### src/rtl/host_rx_if.sv
// Pin bundle between the ESP32 nibble port and the register framer.
// The master side drives chunks and strobes; the slave side returns commits, errors and the register bank.
interface host_rx_if #(
  parameter int NIB_W = 4,
  parameter int N_NIB = 3,
  parameter int N_REG = 4
);
  localparam int DATA_W = NIB_W * N_NIB;
  localparam int ADDR_W = (N_REG > 1) ? $clog2(N_REG) : 1;
  localparam int PH_W   = $clog2(N_NIB + 1);

  logic [NIB_W-1:0]        DataIn;
  logic [PH_W-1:0]         ReadPhase;
  logic                    ReadPulse;
  logic [DATA_W-1:0]       DataOut;
  logic [ADDR_W-1:0]       DataAddr;
  logic                    DataOutValid;
  logic [N_REG*DATA_W-1:0] RegData;
  logic                    FrameErr;
  logic [1:0]              ErrCode;
  logic                    Busy;

  modport master (
    output DataIn, ReadPhase, ReadPulse,
    input  DataOut, DataAddr, DataOutValid, RegData, FrameErr, ErrCode, Busy
  );

  modport slave (
    input  DataIn, ReadPhase, ReadPulse,
    output DataOut, DataAddr, DataOutValid, RegData, FrameErr, ErrCode, Busy
  );
endinterface

### src/rtl/host_rx_framer.sv
// Assembles strobed nibbles into words and writes them to a small control-register bank.
// Adds phase-order checking, an inter-strobe timeout and sticky error reporting.
module host_rx_framer #(
  parameter int NIB_W       = 4,
  parameter int N_NIB       = 3,
  parameter int N_REG       = 4,
  parameter int TIMEOUT     = 1023,
  parameter int SYNC_STAGES = 2
) (
  input logic      ExtClk,
  input logic      ExtReset,
  host_rx_if.slave bus
);
  localparam int DATA_W   = NIB_W * N_NIB;
  localparam int ADDR_W   = (N_REG > 1) ? $clog2(N_REG) : 1;
  localparam int PH_W     = $clog2(N_NIB + 1);
  localparam int TMR_W    = $clog2(TIMEOUT + 1);
  // FrameErr is registered, so the decision is taken early to land TIMEOUT cycles after the edge.
  localparam int TMO_LAST = (TIMEOUT >= 2) ? TIMEOUT - 2 : 0;

  typedef enum logic [1:0] {IDLE, RECV, COMMIT} state_t;

  logic [SYNC_STAGES-1:0]  sync_q;
  logic                    pulse_q;
  logic                    edge_q;

  state_t                  state_q;
  logic [ADDR_W-1:0]       addr_q;
  logic [PH_W-1:0]         exp_q;
  logic [TMR_W-1:0]        timer_q;
  logic [DATA_W-1:0]       word_q;
  logic [N_REG*DATA_W-1:0] regdata_q;
  logic [DATA_W-1:0]       dout_q;
  logic [ADDR_W-1:0]       daddr_q;
  logic                    valid_q;
  logic                    ferr_q;
  logic [1:0]              ecode_q;

  logic [ADDR_W-1:0]       new_addr;
  logic                    addr_ok;
  logic                    phase0;
  logic                    slot_ok;
  logic                    last_slot;
  logic                    tmo;
  logic [DATA_W-1:0]       word_d;
  logic [N_REG*DATA_W-1:0] regdata_d;

  always_ff @(posedge ExtClk or posedge ExtReset) begin
    if (ExtReset) begin
      sync_q  <= '0;
      pulse_q <= 1'b0;
      edge_q  <= 1'b0;
    end else begin
      sync_q  <= {sync_q[SYNC_STAGES-2:0], bus.ReadPulse};
      pulse_q <= sync_q[SYNC_STAGES-1];
      edge_q  <= sync_q[SYNC_STAGES-1] & ~pulse_q;
    end
  end

  always_comb begin
    new_addr  = bus.DataIn[ADDR_W-1:0];
    addr_ok   = ({1'b0, new_addr} < (ADDR_W+1)'(N_REG)) && ((bus.DataIn >> ADDR_W) == '0);
    phase0    = (bus.ReadPhase == '0);
    slot_ok   = (bus.ReadPhase == exp_q);
    last_slot = (exp_q == PH_W'(N_NIB));
    tmo       = (timer_q == TMR_W'(TMO_LAST));
    // Slot 1 is the most significant nibble.
    word_d = word_q;
    for (int s = 1; s <= N_NIB; s++) begin
      if (exp_q == PH_W'(s)) word_d[(N_NIB-s)*NIB_W +: NIB_W] = bus.DataIn;
    end
    regdata_d = regdata_q;
    for (int r = 0; r < N_REG; r++) begin
      if (addr_q == ADDR_W'(r)) regdata_d[r*DATA_W +: DATA_W] = word_d;
    end
  end

  always_ff @(posedge ExtClk or posedge ExtReset) begin
    if (ExtReset) begin
      state_q   <= IDLE;
      addr_q    <= '0;
      exp_q     <= '0;
      timer_q   <= '0;
      word_q    <= '0;
      regdata_q <= '0;
      dout_q    <= '0;
      daddr_q   <= '0;
      valid_q   <= 1'b0;
      ferr_q    <= 1'b0;
      ecode_q   <= 2'd0;
    end else begin
      valid_q <= 1'b0;
      ferr_q  <= 1'b0;
      case (state_q)
        IDLE: begin
          timer_q <= '0;
          if (edge_q) begin
            if (!phase0) begin
              ferr_q  <= 1'b1;
              ecode_q <= 2'd1;
            end else if (!addr_ok) begin
              ferr_q  <= 1'b1;
              ecode_q <= 2'd3;
            end else begin
              addr_q  <= new_addr;
              exp_q   <= PH_W'(1);
              word_q  <= '0;
              state_q <= RECV;
            end
          end
        end
        RECV: begin
          if (edge_q) begin
            timer_q <= '0;
            if (slot_ok) begin
              word_q <= word_d;
              if (last_slot) begin
                regdata_q <= regdata_d;
                dout_q    <= word_d;
                daddr_q   <= addr_q;
                valid_q   <= 1'b1;
                state_q   <= COMMIT;
              end else begin
                exp_q <= exp_q + PH_W'(1);
              end
            end else if (phase0) begin
              // Restart on the same edge; a bad new address outranks the sequence error.
              ferr_q <= 1'b1;
              if (addr_ok) begin
                ecode_q <= 2'd1;
                addr_q  <= new_addr;
                exp_q   <= PH_W'(1);
                word_q  <= '0;
              end else begin
                ecode_q <= 2'd3;
                state_q <= IDLE;
              end
            end else begin
              ferr_q  <= 1'b1;
              ecode_q <= 2'd1;
              state_q <= IDLE;
            end
          end else if (tmo) begin
            ferr_q  <= 1'b1;
            ecode_q <= 2'd2;
            timer_q <= '0;
            state_q <= IDLE;
          end else if (timer_q != TMR_W'(TIMEOUT)) begin
            timer_q <= timer_q + TMR_W'(1);
          end
        end
        COMMIT: begin
          timer_q <= '0;
          state_q <= IDLE;
        end
        default: state_q <= IDLE;
      endcase
    end
  end

  assign bus.DataOut      = dout_q;
  assign bus.DataAddr     = daddr_q;
  assign bus.DataOutValid = valid_q;
  assign bus.RegData      = regdata_q;
  assign bus.FrameErr     = ferr_q;
  assign bus.ErrCode      = ecode_q;
  assign bus.Busy         = (state_q != IDLE);
endmodule

### src/flat_wrapper.sv
// flat-port wrapper written by rule: the top's interface ports become plain ports
module host_rx_framer_flat 
#(
  parameter int NIB_W       = 4,
  parameter int N_NIB       = 3,
  parameter int N_REG       = 4,
  parameter int TIMEOUT     = 1023,
  parameter int SYNC_STAGES = 2
)
  (ExtClk, ExtReset, bus_DataIn, bus_ReadPhase, bus_ReadPulse, bus_DataOut, bus_DataAddr, bus_DataOutValid, bus_RegData, bus_FrameErr, bus_ErrCode, bus_Busy);
  host_rx_if #(.NIB_W(NIB_W), .N_NIB(N_NIB), .N_REG(N_REG)) bus_i ();
  input logic ExtClk;
  input logic ExtReset;
  input wire logic [$bits(bus_i.DataIn)-1:0] bus_DataIn;
  input wire logic [$bits(bus_i.ReadPhase)-1:0] bus_ReadPhase;
  input wire logic [$bits(bus_i.ReadPulse)-1:0] bus_ReadPulse;
  output wire logic [$bits(bus_i.DataOut)-1:0] bus_DataOut;
  output wire logic [$bits(bus_i.DataAddr)-1:0] bus_DataAddr;
  output wire logic [$bits(bus_i.DataOutValid)-1:0] bus_DataOutValid;
  output wire logic [$bits(bus_i.RegData)-1:0] bus_RegData;
  output wire logic [$bits(bus_i.FrameErr)-1:0] bus_FrameErr;
  output wire logic [$bits(bus_i.ErrCode)-1:0] bus_ErrCode;
  output wire logic [$bits(bus_i.Busy)-1:0] bus_Busy;
  assign bus_i.DataIn = bus_DataIn;
  assign bus_i.ReadPhase = bus_ReadPhase;
  assign bus_i.ReadPulse = bus_ReadPulse;
  assign bus_DataOut = bus_i.DataOut;
  assign bus_DataAddr = bus_i.DataAddr;
  assign bus_DataOutValid = bus_i.DataOutValid;
  assign bus_RegData = bus_i.RegData;
  assign bus_FrameErr = bus_i.FrameErr;
  assign bus_ErrCode = bus_i.ErrCode;
  assign bus_Busy = bus_i.Busy;
  host_rx_framer #(.NIB_W(NIB_W), .N_NIB(N_NIB), .N_REG(N_REG), .TIMEOUT(TIMEOUT), .SYNC_STAGES(SYNC_STAGES)) u_core (.ExtClk(ExtClk), .ExtReset(ExtReset), .bus(bus_i));
endmodule
### config.mk
export PLATFORM = sky130hd
export DESIGN_NAME = host_rx_framer_flat
export DESIGN_NICKNAME = d
export VERILOG_FILES = /design/src/rtl/host_rx_if.sv /design/src/rtl/host_rx_framer.sv /design/src/flat_wrapper.sv
export SDC_FILE = /design/constraint.sdc
export NUM_CORES = 1
export LEC_CHECK = 0
export CORE_MARGIN = 10
export CORE_UTILIZATION = 58
export CTS_BUF_LIST = sky130_fd_sc_hd__clkbuf_8
export CTS_CLUSTER_SIZE = 28
export DETAILED_ROUTE_END_ITERATION = 8
export PLACE_DENSITY = 0.87
export SLEW_MARGIN = 40
export SYNTH_ARGS = -nofsm -noshare
export SYNTH_HDL_FRONTEND = slang
export SYNTH_SLANG_ARGS = --single-unit
### constraint.sdc
create_clock -name ExtClk -period 9.6 [get_ports ExtClk]
set_clock_uncertainty 0.2 [all_clocks]
set_input_delay 1.44 -clock ExtClk [delete_from_list [all_inputs] [get_ports ExtClk]]
set_output_delay 1.44 -clock ExtClk [all_outputs]
set_load 0.1 [all_outputs]
==> run_results.csv <==
group,metric,value,unit
die,initial_core_util,60.8,%
detailed_routing,ant_nets,0,
global_route,grt_util_all_layers,17.0,%
detailed_routing,vias_per_cell,5.64,
power_and_ir_drop,p_sw_share,33.0,%
critical_path,required,9.65,ns
synthesis,ys_types,46,
synthesis,synth_nets,355,
detailed_routing,drc,0,
synthesis,syn_inst,341,
power_and_ir_drop,powerDensity,195,nW/um^2
clocking,ctsHoldBuffers,0,
global_route,grt_pass1_vias,2968,
synthesis,syn_area,4200,um^2
layout,register_area,2450,um^2
power_and_ir_drop,power_leakage,2.60,nW
placement,place.gp.congestion,0.903,
synthesis,syn_area_per_cell,12.3,um^2
layout,fill_cells,496,
clocking,cts_resized,0,
placement,post-dp-hpwl,6790,um
critical_path,cp_data_arrival_time,4.11,ns
global_route,grt_start_max_net_pins,52,
detailed_routing,dr.pass1.iters,4,
sta,slew_headroom,53.8,%
power_and_ir_drop,vdd_drop_max,121,uV
critical_path,cpMaxStageDelayCell,"nand3b_1",
clocking,clk_latency,0.37,ns
layout,areaGrowthSynthToFinish,17.3,%
detailed_routing,dr.first_iter.drc_count,210,
die,die_h,105,um
die,die_x,105,um
die,core,6910,um^2
sta,tns,0,ns
layout,drive_gt1_share,35.4,%
detailed_routing,num_vias,2916,
sta,finalSetupViolCount,0,
die,rows,30,
synthesis,synth_ff_type,"dfrtp_1",
detailed_routing,wl,9320,um
detailed_routing,wire_per_inst,18.0,um
critical_path,worstPathMaxFanout,26,
global_route,grt_pass1_wl,15300,um
critical_path,start_kind,"input pin",
flow_run,drv_cap,0,
clocking,cts-root-buf,"clkbuf_8",
synthesis,synth_sequential_area_ratio,58.4,%
power_and_ir_drop,p_int,643,uW
clocking,cts.path.max_buffers,2,
power_and_ir_drop,p_sw,317,uW
sta,rsz0062_at_grt,"no",
sta,drv_slew,0,
global_route,overflow,0,
critical_path,slowest_delay,0.51,ns
layout,multi_input_area,1670,um^2
clocking,cts_setup_buffers,0,
die,io_pins,76,
clocking,htree_num_levels,3,
clocking,clkSinkCount,98,
run_status,status,"completed",
synthesis,async_reset_ff_share,100,%
sta,finalCritPeriodShare,42.2,%
die,die-area,11000,um^2
synthesis,ys_seq_elements,98,
synthesis,synth_edf_count,0,
clocking,cts_made_buffers,9,
critical_path,cp_cell_sequence,"clkdlybuf4s50_1 > xor2_1 > nor4_4 > nand2_2 > clkinv_1 > nand3b_1 > mux2_2",
sta,hold_viol,0,
layout,fin_util,71.4,%
placement,io_buffers,75,
power_and_ir_drop,pwr-share-comb,23.4,%
sta,fmax,0.247,GHz
clocking,tritoncts,"done",
power_and_ir_drop,pwr-share-clk,28.9,%
critical_path,path_class,"input pin to register",
power_and_ir_drop,pwr-share-seq,47.7,%
global_route,antenna_found_initial,0,
critical_path,cp-end-kind,"register",
layout,n_antenna_cell,0,
synthesis,synth_warnings,0,
min_path,hp-class,"register to register",
sta,min_period,4.06,ns
layout,layout.nets,430,
clocking,clk_transition_reported_paths,0.09,ns
sta,tightest_slew,0.691,ns
power_and_ir_drop,total_power,961,uW
flip-flops by register name, summed over array words and instances (netlist names):
name / flops
u_core.sync_q: 2
u_core.bus.RegData: 48
u_core.word_q: 12
u_core.timer_q: 10
u_core.edge_q: 1
u_core.pulse_q: 1
u_core.bus.DataOutValid: 1
u_core.bus.DataAddr: 2
u_core.state_q: 2
u_core.exp_q: 2
u_core.bus.DataOut: 12
u_core.bus.ErrCode: 2
u_core.addr_q: 2
u_core.bus.FrameErr: 1
final timing paths:
kind,start,to,slack (ns),cells past startpoint
worst max-delay path,bus_ReadPhase[0],u_core.bus.RegData[27],5.54,7
worst min-delay path,u_core.sync_q[0],u_core.sync_q[1],0.15,0
worst max register to register,u_core.exp_q[0],u_core.bus.RegData[27],6.64,6
worst min register to register,u_core.sync_q[0],u_core.sync_q[1],0.15,0
max in group asynchronous,ExtReset,u_core.bus.RegData[47],6.89,3
min in group asynchronous,ExtReset,u_core.bus.RegData[9],1.28,2
layer usage:
| layer | vias up | global-route usage [%] | part of all wire (%) |
|---|---|---|---|
| li1 | 1365 | - | - |
| met1 | 1425 | 21.2 | 43 |
| met2 | 117 | 25.3 | 45 |
| met3 | 9 | 8.66 | 11 |
| met4 | 0 | 4.90 | 1.1 |
| met5 | - | 0 | 0 |
worst max-delay path: cells and delay by family:
| family | cells | cell delay, ns |
|---|---|---|
| muxes | 1 | 0.48 |
| buffers and inverters | 2 | 0.72 |
| xor gates and xnor gates | 1 | 0.20 |
| and+or+nand+nor | 3 | 1.24 |
Yosys cell counts (2+ instances only):
cell,number,area share [%]
buf_2,2,0.24
xor2_1,2,0.42
o31ai_1,3,0.54
nand2b_1,3,0.45
clkbuf_1,7,0.63
nor2_1,11,0.98
o21ai_0,28,3.3
buf_1,4,0.36
nand2_1,47,4.2
nor2b_1,3,0.45
or3_1,2,0.30
a41oi_1,2,0.42
ha_1,5,1.5
mux2_2,45,12
a22o_1,12,2.5
nand3_1,7,0.83
nand3b_1,2,0.36
inv_1,8,0.71
a21oi_1,4,0.48
dfrtp_1,98,58
nand4_1,3,0.45
mux2_4,10,3.6
o311ai_0,3,0.63
mux2i_1,8,1.9
logic make-up (layout without fill, tap and decap cells):
kind of cell               after synthesis  in the layout  synth area share (%)
AOI/OAI and AO/OA                       61             61                  9.47
xor gates and xnor gates                 2              2                 0.417
adders and majority gates                5              5                  1.49
buffers and inverters                   23            103                  2.29
DFF                                     98             98                  58.4
muxes                                   63             63                  17.5
and+or+nand+nor                         89             89                  10.4
power by group through the flow:
stage          Clock, mW  Combinational [mW]  Sequential, mW
6_report           0.278               0.225           0.458
5_1_grt            0.300               0.240           0.461
4_1_cts            0.285               0.226           0.457
3_5_place_dp           0               0.225           0.466
3_3_place_gp           0               0.229           0.463
2_1_floorplan          0               0.108           0.530
final cells by class:
| class | count | area share (%) |
|---|---|---|
| clock buffer | 12 | 3.35 |
| clock inverter | 4 | 0.990 |
| inverter | 9 | 0.736 |
| multi-input combinational | 220 | 33.9 |
| sequential | 98 | 49.7 |
| tap | 96 | 2.44 |
| timing repair buffer | 78 | 8.88 |
through the flow:
stage | instances | area [um^2] | worst slack (ns) | hold slack, ns
after floorplan | 341 | 4200 | 5.40 | 0.131
after global placement | 499 | 5020 | 4.84 | 0.134
after detailed placement | 499 | 4690 | 4.73 | 0.136
after CTS | 515 | 4910 | 5.13 | 0.156
after global routing | 517 | 4930 | 5.37 | 0.159
final | 517 | 4930 | 5.54 | 0.153
cell usage in the layout, fill, tap and decap left out, types with 2 or more instances in the layout:
master,instances
mux2i_1,8
o31ai_1,3
nand3b_1,2
mux2_2,45
clkdlybuf4s50_1,8
ha_1,5
nand4_1,3
nor2_1,10
clkinv_2,2
a41oi_1,2
xor2_1,2
nand3_1,7
nand2_1,47
o311ai_0,3
or3_1,2
nand2b_1,3
dfrtp_1,98
mux2_4,10
a21oi_1,4
nor2b_1,3
o21ai_0,28
buf_4,3
clkbuf_8,12
buf_2,67
inv_1,7
a22o_1,12
(Power assumes the default switching activity.)
